==> src/rtl/mux_disp_scan_ctrl.sv <==
// Time-multiplexed octal display scanner: blanks, shows each digit in turn and
// swaps in newly loaded data only at frame boundaries so a frame never tears.
module mux_disp_scan_ctrl #(
    parameter int NUM_DIGITS   = 5,
    parameter int TICK_DIV     = 50000,
    parameter int BLANK_CYCLES = 2
) (
    input  logic                    clk_i,
    input  logic                    rst_i,
    input  logic                    en_i,
    input  logic [3*NUM_DIGITS-1:0] data_i,
    input  logic                    load_i,
    output logic [2:0]              code_o,
    output logic [2:0]              sel_o,
    output logic [NUM_DIGITS-1:0]   digit_en_o,
    output logic                    blank_o,
    output logic                    frame_done_o
);

    localparam int PW = $clog2(TICK_DIV);
    localparam int BW = (BLANK_CYCLES > 1) ? $clog2(BLANK_CYCLES) : 1;
    localparam logic [PW-1:0] PS_LAST  = PW'(TICK_DIV - 1);
    localparam logic [BW-1:0] BL_LAST  = BW'(BLANK_CYCLES - 1);
    localparam logic [2:0]    SEL_LAST = 3'(NUM_DIGITS - 1);

    typedef enum logic [1:0] {S_IDLE, S_BLANK, S_SHOW} state_t;

    state_t                  r_state, w_state_nx;
    logic [2:0]              r_sel, w_sel_nx;
    logic [PW-1:0]           r_ps, w_ps_nx;
    logic [BW-1:0]           r_bcnt, w_bcnt_nx;
    logic [3*NUM_DIGITS-1:0] r_shown, w_shown_nx;
    logic [3*NUM_DIGITS-1:0] r_pending, w_pending_nx;
    logic                    w_fdone_nx;
    logic [2:0]              w_code_nx;
    logic [NUM_DIGITS-1:0]   w_den_nx;

    always_comb begin
        w_state_nx   = r_state;
        w_sel_nx     = r_sel;
        w_ps_nx      = r_ps;
        w_bcnt_nx    = r_bcnt;
        w_shown_nx   = r_shown;
        w_pending_nx = load_i ? data_i : r_pending;
        w_fdone_nx   = 1'b0;

        if (!en_i) begin
            w_state_nx = S_IDLE;
            w_sel_nx   = 3'd0;
            w_ps_nx    = '0;
            w_bcnt_nx  = '0;
        end else begin
            case (r_state)
                S_IDLE: begin
                    w_shown_nx   = data_i;
                    w_pending_nx = data_i;
                    w_state_nx   = S_BLANK;
                    w_sel_nx     = 3'd0;
                    w_bcnt_nx    = '0;
                end
                S_BLANK: begin
                    if (r_bcnt == BL_LAST) begin
                        w_state_nx = S_SHOW;
                        w_ps_nx    = '0;
                        w_bcnt_nx  = '0;
                    end else begin
                        w_bcnt_nx = r_bcnt + 1'b1;
                    end
                end
                S_SHOW: begin
                    if (r_ps == PS_LAST) begin
                        w_state_nx = S_BLANK;
                        w_ps_nx    = '0;
                        w_bcnt_nx  = '0;
                        if (r_sel == SEL_LAST) begin
                            // Frame boundary: a load arriving this very cycle bypasses pending
                            w_sel_nx   = 3'd0;
                            w_fdone_nx = 1'b1;
                            w_shown_nx = load_i ? data_i : r_pending;
                        end else begin
                            w_sel_nx = r_sel + 3'd1;
                        end
                    end else begin
                        w_ps_nx = r_ps + 1'b1;
                    end
                end
                default: w_state_nx = S_IDLE;
            endcase
        end
    end

    always_comb begin
        w_code_nx = 3'd0;
        w_den_nx  = '0;
        for (int k = 0; k < NUM_DIGITS; k++) begin
            if (w_sel_nx == 3'(k)) begin
                w_code_nx = w_shown_nx[3*k +: 3];
            end
            w_den_nx[k] = (w_state_nx == S_SHOW) && (w_sel_nx == 3'(k));
        end
    end

    always_ff @(posedge clk_i or posedge rst_i) begin
        if (rst_i) begin
            r_state      <= S_IDLE;
            r_sel        <= 3'd0;
            r_ps         <= '0;
            r_bcnt       <= '0;
            r_shown      <= '0;
            r_pending    <= '0;
            code_o       <= 3'd0;
            sel_o        <= 3'd0;
            digit_en_o   <= '0;
            blank_o      <= 1'b1;
            frame_done_o <= 1'b0;
        end else begin
            r_state      <= w_state_nx;
            r_sel        <= w_sel_nx;
            r_ps         <= w_ps_nx;
            r_bcnt       <= w_bcnt_nx;
            r_shown      <= w_shown_nx;
            r_pending    <= w_pending_nx;
            code_o       <= w_code_nx;
            sel_o        <= w_sel_nx;
            digit_en_o   <= w_den_nx;
            blank_o      <= (w_state_nx != S_SHOW);
            frame_done_o <= w_fdone_nx;
        end
    end

endmodule

==> config.mk <==
export PLATFORM = sky130hd
export DESIGN_NAME = mux_disp_scan_ctrl
export DESIGN_NICKNAME = d
export VERILOG_FILES = /design/src/rtl/mux_disp_scan_ctrl.sv
export SDC_FILE = /design/constraint.sdc
export NUM_CORES = 1
export LEC_CHECK = 0
export ABC_AREA = 1
export BUFFER_PORTS_ARGS = -buffer_cell sky130_fd_sc_hd__buf_2
export CAP_MARGIN = 20
export CORE_ASPECT_RATIO = 1.2
export CORE_UTILIZATION = 47
export CTS_CLUSTER_SIZE = 24
export DETAILED_ROUTE_END_ITERATION = 8
export HOLD_SLACK_MARGIN = 0.05
export PLACE_DENSITY = 0.68
export SLEW_MARGIN = 10
export SYNTH_ARGS = -nofsm -noshare
export SYNTH_HDL_FRONTEND = slang
export SYNTH_SLANG_ARGS = --single-unit
==> constraint.sdc <==
create_clock -name clk_i -period 1.8 [get_ports clk_i]
set_input_delay 0.27 -clock clk_i [delete_from_list [all_inputs] [get_ports clk_i]]
set_output_delay 0.27 -clock clk_i [all_outputs]
set_load 0.05 [all_outputs]
==> summary.txt, run 1 <==
Synth
  • Area leader, netlist: dfrtp_1
  • Top FF cell, synth: dfrtp_1
  • Yosys cell types: 43
  • Async set-reset flop share out of synthesis: 100%
  • Share of Yosys cell area claimed by the top area cell type: 44.2%
  • Cell Area, Synth: 3450 µm²
  • Synth Warn #: 0
  • Register area share after synthesis: 45.0%
  • Post-synthesis net count: 440
  • Largest cells by area after synthesis: dfrtp_1, nand2_1, inv_1, nor2_1, nand3_1
  • Synth Area per Inst: 8.26 µm²
  • Post-Synthesis Cells: 418
  • Post-synthesis register bit count: 62
  • EDFF count, synth: 0

Power and ir drop
  • Net Sw Frac: 30.6%
  • Part of the power in registers: 48.5%
  • Logic pwr share: 19.2%
  • VDD IR max: 593 µV
  • Pleak: 0.00221 µW
  • Cell Pwr Density: 753 nW/µm²
  • Clock share of power: 32.3%
  • Total power: 3320 µW
  • P_sw: 1020 µW
  • P_int: 2300 µW

Detailed routing
  • Via/cell ratio: 5.32
  • Drt drc: 0
  • Total wire length: 8.55 mm
  • Drt initial violations: 193
  • DR WL/cell: 14.3 µm
  • Detailed-route via count: 3177
  • Routed Antenna Nets: 0
  • Drt first pass iters: 7

Timing
  • Min cycle time layout: 1.85 ns
  • Period utilisation layout: 103%
  • Post-route setup slack: -0.0543 ns
  • Slew HR: 66.0%
  • Setup Viol. Count Final: 5
  • Clock Skews: 0.00929 ns
  • RSZ-0062 raised after global routing: true
  • Hold Violations, Final: 0
  • Max Freq: 539 MHz
  • Slew @ Worst Pin: 0.509 ns
  • Setup TNS: -0.160 ns
  • Slew Viols, Final: 0

Placement
  • Dpl hpwl: 6.10 mm
  • Placed cell area: 4060 µm²
  • Routability cong.: 0.843
  • Port bufs: 31

Floorplan
  • Die area: 7690 µm²
  • Core area: 6980 µm²
  • Die H: 95.9 µm
  • Rows: 33
  • Die X: 80.2 µm
  • Initial core utilization: 49.5%
  • Top Ports: 32

Clock network
  • Clock sinks: 62
  • Clock tree buffer depth: 2
  • Clk slew on worst S/H paths: 0.07 ns
  • CTS tree: done
  • Root Buffer: clkbuf_8
  • Cts bufs inserted: 9
  • Skew-Pair Late Insertion Delay: 0.34 ns
  • H-tree level count: 3

Critical path
  • Worst Path Class, Setup: reg -> reg
  • CP Launch Type: flop
  • CP Max Fanout: 4
  • Crit end category: flop
  • Critical path required time: 2.02 ns
  • Register-to-Register Path Depth: 13
  • CP Data Arrival Time: 2.08 ns

Min path
  • HP Class: in -> reg
  • Hold path depth: 3

GRT
  • Vias in the first global route: 3039
  • First-pass GRT wire length: 14.2 mm
  • GRT Util Overall: 24.7%
  • GR Overflow Total: 0
  • Initial antenna violation count: 0
  • Largest net degree at the start of global routing: 32

Run status
  • Outcome: finished with violations
  • Violated checks: setup timing

Layout
  • Most frequent cells in the layout: nand2_1, dfrtp_1, buf_4
  • Most common cell after layout, fill and taps aside: nand2_1
  • Share of cells above drive strength 1: 32.2%
  • Filler instances: 596
  • Area growth from synthesis to layout: 27.8%
  • Design Area, Final: 4410 µm²
  • Inserted Diodes: 0
  • Final net count: 528

Run
  • Max-Cap Viols: 0
what timing repair did:
item,4_1_cts,5_1_grt
pin swaps,6,4
setup endpoints to repair,11,14
resized for setup,11,13
setup buffers,6,3
hold buffers,1,0
cloned,0,0
hold endpoints to repair,17,0
worst paths after layout:
| kind | slack, ns | from | end |
|---|---|---|---|
| setup reg to reg | -0.05 | r_ps[1] | code_o[2] |
| min in group asynchronous | 0.49 | rst_i | frame_done_o |
| hold reg to reg | 0.51 | r_shown[8] | r_shown[8] |
| max in group asynchronous | 0.71 | rst_i | blank_o |
| setup / recovery | -0.05 | r_ps[1] | code_o[2] |
| hold / removal | 0.18 | data_i[9] | r_pending[9] |
synthesized netlist by cell type (2+ instances only):
| master | n |
|---|---|
| dfrtp_1 | 61 |
| clkinv_1 | 3 |
| nor3_1 | 4 |
| nand2_1 | 93 |
| o21ai_0 | 22 |
| a211oi_1 | 2 |
| o211ai_2 | 3 |
| nor4_1 | 4 |
| inv_1 | 42 |
| buf_6 | 2 |
| clkbuf_1 | 3 |
| ha_1 | 3 |
| buf_2 | 3 |
| a31oi_1 | 2 |
| a22oi_1 | 2 |
| nand3_2 | 6 |
| mux2i_1 | 4 |
| nor2_1 | 39 |
| nand3_1 | 27 |
| o21bai_1 | 8 |
| nand2_4 | 4 |
| o211ai_1 | 6 |
| nor2_2 | 5 |
| nor2_4 | 2 |
| nor3_2 | 4 |
| a21oi_1 | 24 |
| inv_2 | 5 |
| nand4_1 | 8 |
| nor2_8 | 3 |
| nand2_2 | 9 |
| xor2_1 | 3 |
power by group through the flow:
stage,combinational [µW],sequential [µW],clock (µW)
after floorplan,345,1670,0
after global placement,598,1620,0
after detailed placement,610,1630,0
after CTS,623,1610,1090
after global routing,713,1630,1150
final,637,1610,1070
cell type report:
class	count	area, µm²	share of cell area, %
repair buffers	85	621	14.1
multi-input cells	297	1760	40.0
flip-flops and latches	62	1560	35.3
clock buffers	11	141	3.20
inverters	51	198	4.48
clock inverters	4	23.8	0.539
well taps	87	109	2.47
cells by family (layout without fill, tap and decap cells):
| group | Yosys count | count (layout) | synth area share, % |
|---|---|---|---|
| buffers and inverters | 59 | 151 | 7.00 |
| AOI/OAI and AO/OA | 73 | 73 | 13.1 |
| muxes | 5 | 5 | 1.49 |
| xor gates and xnor gates | 3 | 3 | 0.762 |
| DFF | 62 | 62 | 45.0 |
| and+or+nand+nor | 213 | 213 | 31.5 |
| adders and majority gates | 3 | 3 | 1.09 |
state kept, by name, indices dropped and copies added (netlist names):
| register | count |
|---|---|
| r_state | 2 |
| r_ps | 16 |
| frame_done_o | 1 |
| r_pending | 15 |
| r_sel | 3 |
| code_o | 3 |
| r_shown | 15 |
| blank_o | 1 |
| digit_en_o | 5 |
| r_bcnt | 1 |
through the flow:
step	hold slack (ns)	std cells	setup slack, ns	utilization (%)
floorplan	0.388	418	-0.0342	-
global placement	0.314	572	-0.166	58.1
detailed placement	0.315	572	-0.243	58.1
CTS	0.170	594	-0.0468	62.0
global route	0.191	597	-0.194	63.2
finish	0.181	597	-0.0543	63.2
critical path: stages, from the launching register on:
cell	delay, ns
dfrtp_1	0.39
ha_4	0.17
nand3_4	0.12
nor2_8	0.14
buf_12	0.12
nand3_4	0.10
nand2_4	0.09
nand3_2	0.12
nand2_1	0.11
nor2_1	0.05
nand2_1	0.07
nand2_1	0.05
nor2_1	0.12
nand2_1	0.08
per-layer routing:
layer / vias to the layer above / share of wire, % / global-route usage [%] / wire length [µm]
li1: 1573 / - / - / -
met1: 1503 / 44 / 30.3 / 3800
met2: 80 / 49 / 42.2 / 4210
met3: 21 / 4.0 / 4.93 / 338
met4: 0 / 2.4 / 10.7 / 206
met5: - / 0 / 0 / 0
No activity file was read; power rests on OpenSTA's default activity.
==> run 2, diff against run 1 <==
--- a/config.mk
+++ b/config.mk
@@ -13,7 +13,9 @@
 export CTS_CLUSTER_SIZE = 24
 export DETAILED_ROUTE_END_ITERATION = 8
 export HOLD_SLACK_MARGIN = 0.05
+export MAX_ROUTING_LAYER = met4
 export PLACE_DENSITY = 0.68
+export SETUP_SLACK_MARGIN = 0.2
 export SLEW_MARGIN = 10
 export SYNTH_ARGS = -nofsm -noshare
 export SYNTH_HDL_FRONTEND = slang
==> run 2 against run 1 <==
Against the previous run:
- the run still ends with setup timing left
- sequential share of layout area decreased by 2.8 points
- power rose by 21%
- setup slack worse by 0.13 ns
- design area rose by 9.0%
- non-clock buffer count up 11
- via count rose by 3.1%
- flip-flop and latch count did not move
- utilization rose by 5.7 points
- largest power group is now clock
- highest routed layer unchanged
==> summary.txt, run 2 (same netlist as run 1, synthesis figures left out) <==
Floorplan
  • Die area: 7690 µm²
  • Die X: 80.2 µm
  • Initial core utilization: 49.5%
  • Core area: 6980 µm²
  • Rows: 33
  • Top Ports: 32
  • Die H: 95.9 µm

Layout
  • Final net count: 540
  • Design Area, Final: 4810 µm²
  • Share of cells above drive strength 1: 39.4%
  • Non-Filler Instances: 610
  • Inserted Diodes: 0
  • Max reg flops: 16
  • Most common cell after layout, fill and taps aside: nand2_1
  • Most flop-heavy register: r_ps
  • Filler instances: 535
  • Most frequent cells in the layout: nand2_1, dfrtp_1, buf_4
  • Biggest regs: r_ps x16, r_pending x15, r_shown x15
  • Area growth from synthesis to layout: 39.4%

Critical path
  • Crit path buf inv count: 1
  • CP Data Arrival Time: 2.26 ns
  • Worst Path Class, Setup: reg -> reg
  • Max stage delay on crit path: 0.40 ns
  • CP Max Fanout: 6
  • Slowest CP cell: dfrtp_1
  • Critical path required time: 2.08 ns
  • CP Launch Type: flop
  • Crit path cell chain: ha_4 > nand3_4 > nor2_8 > nand4_1 > nand3_2 > buf_6 > nand2_1 > nor2_2 > nand2_1 > nand2_1 > nor2_1 > nand2_1
  • Crit path max-delay family: simple AND/OR/NAND/NOR gates
  • CP most frequent cell: nand2_1
  • Crit end category: flop

Timing
  • Min cycle time layout: 1.98 ns
  • Hold Violations, Final: 0
  • Period utilisation layout: 110%
  • Setup Viol. Count Final: 5
  • RSZ-0062 raised after global routing: true
  • Max Freq: 504 MHz
  • Clock Skews: 0.0107 ns
  • Slew @ Worst Pin: 0.539 ns
  • Slew Viols, Final: 0
  • Slew HR: 64.0%
  • Post-route setup slack: -0.184 ns

GRT
  • Initial antenna violation count: 0
  • First-pass GRT wire length: 15.0 mm
  • Largest net degree at the start of global routing: 29
  • GRT Util Overall: 26.7%
  • Vias in the first global route: 3223
  • GR Overflow Total: 0

Power and ir drop
  • Total power: 4030 µW
  • VDD IR max: 647 µV
  • Pleak: 0.00237 µW
  • Cell Pwr Density: 837 nW/µm²

Detailed routing
  • Via/cell ratio: 5.37
  • Routed Antenna Nets: 0
  • Drt first pass iters: 5
  • DR WL/cell: 15.9 µm
  • Total wire length: 9.73 mm
  • Drt initial violations: 202
  • Detailed-route via count: 3275
  • Drt drc: 0

Clock network
  • Root Buffer: clkbuf_8
  • Clock tree buffer depth: 2
  • Cts bufs inserted: 9
  • Clk slew on worst S/H paths: 0.08 ns
  • CTS tree: done
  • Skew-Pair Late Insertion Delay: 0.35 ns
  • H-tree level count: 3
  • Clock sinks: 62

Placement
  • Placed cell area: 4100 µm²
  • # placed instances: 575
  • Port bufs: 31
  • Dpl hpwl: 6.23 mm
  • Routability cong.: 0.871

Run status
  • Outcome: finished with violations
  • Violated checks: setup timing

Run
  • Max-Cap Viols: 0

Min path
  • HP Class: in -> reg
run 2: cell count changes in the layout (fill, tap and decap cells not counted), moves of 4 or more:
| cell | delta |
|---|---|
| nor2_1 | -4 |
| nand2_1 | -6 |
| nor4_4 | +4 |
| buf_4 | +7 |
| bufinv_16 | +4 |
| nand2_2 | +4 |
run 2: where the power goes:
part | switching, µW | internal [µW] | total, µW | leakage, µW
Clock | 621 | 1070 | 1690 | 0.000134
Sequential | 73.5 | 1540 | 1610 | 0.000788
Combinational | 447 | 279 | 725 | 0.00145
Total | 1140 | 2890 | 4030 | 0.00237
run 2: worst paths after layout:
kind | depth (start not counted) | slack [ns] | end | startpoint
setup / recovery | 12 | -0.18 | code_o[2] | r_ps[0]
hold / removal | 3 | 0.17 | r_pending[9] | data_i[9]
setup reg to reg | 12 | -0.18 | code_o[2] | r_ps[0]
hold reg to reg | 2 | 0.54 | r_shown[14] | r_shown[14]
max in group asynchronous | 4 | 0.73 | r_ps[6] | rst_i
min in group asynchronous | 3 | 0.47 | r_pending[1] | rst_i
run 2: layout make-up:
type                       instances  area, µm²  share of cell area [%]
timing repair inverter             1       6.26                   0.130
inverter                          51        211                    4.40
timing repair buffer              96        727                    15.1
clock buffer                       9        124                    2.57
sequential                        62       1560                    32.4
clock inverter                     7        146                    3.04
multi-input combinational        297       1930                    40.1
tap                               87        109                    2.26
run 2: timing repair:
action | 4_1_cts | 5_1_grt
hold buffers | 1 | 0
hold endpoints to repair | 16 | 0
cloned | 0 | 1
endpoints found under the setup margin | 30 | 40
pin swaps | 11 | 24
setup buffers | 8 | 9
resized for setup | 27 | 33
run 2: worst register-to-register path, stage by stage, from the launching register on:
cell and delay (ns):
dfrtp_1 0.40, ha_4 0.17, nand3_4 0.11, nor2_8 0.20, nand4_1 0.22, nand3_2 0.17, buf_6 0.12, nand2_1 0.07
nor2_2 0.17, nand2_1 0.11, nand2_1 0.07, nor2_1 0.04, nand2_1 0.07
run 2: layer usage:
layer | up-vias | track usage (%) | wire (µm)
li1 | 1590 | - | -
met1 | 1607 | 31.9 | 4150
met2 | 65 | 45.3 | 5170
met3 | 13 | 3.51 | 225
met4 | 0 | 11.5 | 190
met5 | - | - | 0
run 2: through the flow:
step,setup TNS (ns),setup slack [ns],hold slack (ns),util [%]
floorplan,0,0.0844,0.388,-
global placement,-0.106,-0.106,0.302,58.8
detailed placement,-0.137,-0.116,0.304,58.8
CTS,-0.0514,-0.0274,0.158,65.8
global route,-0.920,-0.218,0.185,68.9
finish,-0.526,-0.184,0.171,68.9
